===== src/rtl/logic_unit_arbiter_pkg.sv =====
// Shared opcode and FSM state encodings for the two-requester logic-unit arbiter.
package logic_unit_arbiter_pkg;

  localparam logic [1:0] OP_AND  = 2'b00;
  localparam logic [1:0] OP_OR   = 2'b01;
  localparam logic [1:0] OP_XOR  = 2'b10;
  localparam logic [1:0] OP_NAND = 2'b11;

  typedef enum logic [1:0] {
    S_IDLE = 2'd0,
    S_EXEC = 2'd1,
    S_RESP = 2'd2
  } state_t;

endpackage


===== src/rtl/logic_unit_arbiter_logic_unit.sv =====
// Purely combinational bitwise datapath: AND / OR / XOR / NAND on WIDTH bits.
module logic_unit
  import logic_unit_arbiter_pkg::*;
#(
  parameter int WIDTH = 4
) (
  input  logic [WIDTH-1:0] va,
  input  logic [WIDTH-1:0] vb,
  input  logic [1:0]       op,
  output logic [WIDTH-1:0] vy
);

  generate
    for (genvar gi = 0; gi < WIDTH; gi++) begin : g_bit
      assign vy[gi] = (op == OP_AND) ? (va[gi] & vb[gi]) :
                      (op == OP_OR)  ? (va[gi] | vb[gi]) :
                      (op == OP_XOR) ? (va[gi] ^ vb[gi]) :
                                       ~(va[gi] & vb[gi]);
    end
  endgenerate

endmodule


===== src/rtl/logic_unit_arbiter.sv =====
// Round-robin arbiter sharing one logic_unit between two requesters, with a
// registered execute stage, tagged response channel and per-requester counters.
module logic_unit_arbiter
  import logic_unit_arbiter_pkg::*;
#(
  parameter int WIDTH = 4,
  parameter int CNT_W = 8
) (
  input  logic             clk,
  input  logic             rst_n,
  input  logic             req0_valid,
  output logic             req0_ready,
  input  logic [WIDTH-1:0] req0_va,
  input  logic [WIDTH-1:0] req0_vb,
  input  logic [1:0]       req0_op,
  input  logic             req1_valid,
  output logic             req1_ready,
  input  logic [WIDTH-1:0] req1_va,
  input  logic [WIDTH-1:0] req1_vb,
  input  logic [1:0]       req1_op,
  output logic             rsp_valid,
  input  logic             rsp_ready,
  output logic             rsp_id,
  output logic [WIDTH-1:0] rsp_vy,
  output logic             busy,
  output logic [CNT_W-1:0] cnt0,
  output logic [CNT_W-1:0] cnt1
);

  state_t           state_reg, state_next;
  logic             last_grant_reg;
  logic [WIDTH-1:0] va_reg, vb_reg, rsp_vy_reg, vy_unit;
  logic [1:0]       op_reg;
  logic             id_reg;
  logic             grant;
  logic             accept;
  logic             rsp_done;
  logic [CNT_W-1:0] cnt_arr [2];

  // Grant is purely combinational; nothing is remembered in IDLE except who won last.
  always_comb begin
    grant = 1'b0;
    if (req0_valid && req1_valid) begin
      grant = ~last_grant_reg;
    end else if (req1_valid) begin
      grant = 1'b1;
    end
  end

  // rst_n gating keeps both readies low while reset is asserted.
  assign req0_ready = rst_n && (state_reg == S_IDLE) && req0_valid && !grant;
  assign req1_ready = rst_n && (state_reg == S_IDLE) && req1_valid &&  grant;
  assign accept     = req0_ready || req1_ready;
  assign rsp_done   = (state_reg == S_RESP) && rsp_ready;

  always_comb begin
    state_next = state_reg;
    case (state_reg)
      S_IDLE:  if (accept) state_next = S_EXEC;
      S_EXEC:  state_next = S_RESP;
      S_RESP:  if (rsp_ready) state_next = S_IDLE;
      default: state_next = S_IDLE;
    endcase
  end

  always_ff @(posedge clk or negedge rst_n) begin
    if (!rst_n) begin
      state_reg      <= S_IDLE;
      last_grant_reg <= 1'b1;
      va_reg         <= '0;
      vb_reg         <= '0;
      op_reg         <= OP_AND;
      id_reg         <= 1'b0;
      rsp_vy_reg     <= '0;
    end else begin
      state_reg <= state_next;
      if (accept) begin
        va_reg         <= grant ? req1_va : req0_va;
        vb_reg         <= grant ? req1_vb : req0_vb;
        op_reg         <= grant ? req1_op : req0_op;
        id_reg         <= grant;
        last_grant_reg <= grant;
      end
      if (state_reg == S_EXEC) begin
        rsp_vy_reg <= vy_unit;
      end
    end
  end

  logic_unit #(.WIDTH(WIDTH)) u_logic_unit (
    .va (va_reg),
    .vb (vb_reg),
    .op (op_reg),
    .vy (vy_unit)
  );

  generate
    for (genvar gi = 0; gi < 2; gi++) begin : g_cnt
      logic [CNT_W-1:0] cnt_reg;
      always_ff @(posedge clk or negedge rst_n) begin
        if (!rst_n) begin
          cnt_reg <= '0;
        end else if (rsp_done && (id_reg == 1'(gi))) begin
          cnt_reg <= cnt_reg + 1'b1;
        end
      end
      assign cnt_arr[gi] = cnt_reg;
    end
  endgenerate

  assign rsp_valid = (state_reg == S_RESP);
  assign rsp_id    = id_reg;
  assign rsp_vy    = rsp_vy_reg;
  assign busy      = (state_reg != S_IDLE);
  assign cnt0      = cnt_arr[0];
  assign cnt1      = cnt_arr[1];

endmodule


===== config.mk =====
export PLATFORM = sky130hd
export DESIGN_NAME = logic_unit_arbiter
export DESIGN_NICKNAME = d
export VERILOG_FILES = /design/src/rtl/logic_unit_arbiter_pkg.sv /design/src/rtl/logic_unit_arbiter_logic_unit.sv /design/src/rtl/logic_unit_arbiter.sv
export SDC_FILE = /design/constraint.sdc
export NUM_CORES = 1
export LEC_CHECK = 0
export CORE_ASPECT_RATIO = 1.75
export CORE_UTILIZATION = 25
export CTS_CLUSTER_SIZE = 20
export DETAILED_ROUTE_END_ITERATION = 16
export PLACE_DENSITY = 0.53
export SYNTH_ARGS = -nofsm -noshare
export SYNTH_HDL_FRONTEND = slang
export SYNTH_SLANG_ARGS = --single-unit

===== constraint.sdc =====
create_clock -name clk -period 3.05 [get_ports clk]
set_input_delay 0.305 -clock clk [delete_from_list [all_inputs] [get_ports clk]]
set_output_delay 0.305 -clock clk [all_outputs]
set_load 0.005 [all_outputs]

==> flow_summary.toml <==
[power_and_ir_drop]
pwr-share-clk_pct = 25.2
p_per_area_nw_per_um2 = 792
p_comb_share_pct = 35.7
irDropWorstVdd_mv = 0.295
p_leak_nw = 1.15
pwr-share-seq_pct = 39.2
total_power_mw = 2.01
switchingPower_mw = 0.634
swShare_pct = 31.5
internal-power_mw = 1.38

[finish]
final_common_cell = "clkdlybuf4s50_1"
layout.nets = 243
instances_no_fill = 293
diodes = 0
drive_gt1_share_pct = 14.4
final_cell_mix = "48 x clkdlybuf4s50_1, 33 x dfrtp_1, 24 x mux2i_1, 19 x nand2_1, 10 x ha_1"
syn2layout_area_growth_pct = 39.0

[place]
io_buffer_count = 49
dp.final_hpwl_um = 2870
dp_cells = 285
gp_congestion = 0.717

[setup_path]
path_class = "primary input to output pin"
rr_endpoint = "op_reg[0]"
cp_common_cell = "clkdlybuf4s50_1"
ff2ff_setup_slack_ns = 1.39
path_cells = "clkdlybuf4s50_1 -> a21boi_2 -> buf_4 -> and2_2 -> clkdlybuf4s50_1"
crit_path_start_kind = "primary input"
crit_slowest_cell = "clkdlybuf4s50_1"
cpPeakStageDelay_ns = 0.51
cp-end-kind = "output pin"
cp.arrival_ns = 1.90
ff2ff_path_depth = 3
worstReg2RegStart = "state_reg[1]"
crit_path_max_fanout = 12
required_ns = 2.74

[min_path]
hold_class = "primary input to async pin"

[grt]
antenna_found_initial = 0
grt_max_degree = 35
grt_overflow = 0
grt_pass1_vias = 1342
grt_pass1_wl_um = 6240
grt_use_total_pct = 10.9

[timing]
fmax_ghz = 0.454
period_needed_ns = 2.20
hold_viol_final = 0
rsz0062_at_grt = "false"
max_slew_margin_pct = 70.5
drv_slew = 0
fin_setup_tns_ns = 0
min_period_over_period_pct = 72.1
setup_viol_count_final = 0
fin_skew_ns = 0.00233
holdWs_ns = 0.0909
worst_pin_slew_ns = 0.443

[cts]
clock_latency_ns = 0.27
ctsResizeCount = 0
cts-buffers-inserted = 5
tritoncts = "done"
cts_sinks = 34
cts_root_buf = "clkbuf_16"
path_clk_slew_ns = 0.05
holdBufCountCts = 0
cts_buffer_depth = 2
htree_levels = 2
post_cts_buffers = 0

[logic_synthesis]
netlist_instances = 155
synth_cell_types = 34
syn_area_um2 = 1830
yosys_warnings = 0
synth_nets = 190
synth_edf_count = 0
ys_seq_area_share_pct = 46.6
async_flop_share_pct = 100
synthFlopType = "dfrtp_1"
synth.avg_cell_area_um2 = 11.8
ys_ff_latch = 34

[die]
die-height_um = 115
fp.dieW_um = 66.6
coreArea_um2 = 6960
die-area_um2 = 7670
ios = 50
start_util_pct = 26.3
rows = 40

[outcome]
outcome = "completed"

[route]
wl_met3_um = 150
routed_wl_um = 3770
wl_met2_um = 2110
wirelength_met1_um = 1440
vias = 1307
drc = 0
dr.pass1.iters = 3
ant_nets = 0
wl_per_cell_um = 12.9
drt_iter0_markers = 46
via_per_inst = 4.46
highest-signal-layer = "met4"

[job]
maxCapViolCount = 0
[power by group through the flow]
| stage | Combinational [mW] | Sequential, mW | Clock, mW |
|---|---|---|---|
| after floorplan | 0.475 | 0.735 | 0 |
| after global placement | 0.717 | 0.796 | 0 |
| after detailed placement | 0.732 | 0.797 | 0 |
| after CTS | 0.735 | 0.793 | 0.526 |
| after global routing | 0.815 | 0.814 | 0.543 |
| final | 0.718 | 0.788 | 0.507 |
[worst max-delay path by stage]
stage | start | to | slack (ns)
5_1_grt | state_reg[1] | req0_ready | 0.77
6_report | req1_valid | req1_ready | 0.85
2_1_floorplan | state_reg[1] | op_reg[1] | 1.59
4_1_cts | req1_valid | req1_ready | 0.82
3_3_place_gp | req1_valid | req1_ready | 0.85
3_5_place_dp | req1_valid | req1_ready | 0.83
[metal layers]
metal	track usage, %	up-vias
li1	-	638
met1	11.6	630
met2	19.5	33
met3	2.68	6
met4	5.11	0
met5	0	-
[cell type report]
class / count / area (um^2)
clock buffer: 7 / 143
clock inverter: 1 / 5.00
fill: 721 / 4420
inverter: 9 / 33.8
multi-input combinational: 107 / 902
sequential: 34 / 852
tap: 84 / 105
timing repair buffer: 51 / 500
[worst max-delay path, delay by kind of cell]
kind,cells,cell delay (ns)
AND/OR/NAND/NOR,1,0.19
buffers and inverters,3,1.23
AO/OA/AOI/OAI,1,0.17
[Yosys cell counts (all sizes together), types with 2 or more instances]
master | count | share of area (%)
buf | 3 | 1.8
clkbuf | 2 | 0.41
dfrtp | 33 | 45
ha | 10 | 6.8
inv | 9 | 1.8
mux2 | 8 | 5.1
mux2i | 24 | 13
nand2 | 19 | 3.9
nand3 | 2 | 0.55
nand4 | 4 | 1.4
nor3 | 4 | 1.1
nor4 | 2 | 1.4
o21ai | 5 | 1.4
xnor2 | 8 | 3.8
xor2 | 6 | 2.9
[metrics by stage]
stage                     util [%]  area (um^2)  worst slack (ns)
after floorplan                  -         1830              1.59
after global placement        34.4         2390             0.846
after detailed placement      34.4         2390             0.830
after CTS                     36.5         2540             0.825
after global routing          36.5         2540             0.772
final                         36.5         2540             0.850
[cells by family after synthesis]
logic type / after synthesis / synth area share [%]
simple gates: 41 / 13.7
flops: 34 / 46.6
mux: 32 / 18.3
xor+xnor: 14 / 6.71
buf+inv: 14 / 4.04
compound gates: 10 / 3.83
fa+ha+maj: 10 / 6.84
No activity file was read; power rests on OpenSTA's default activity.
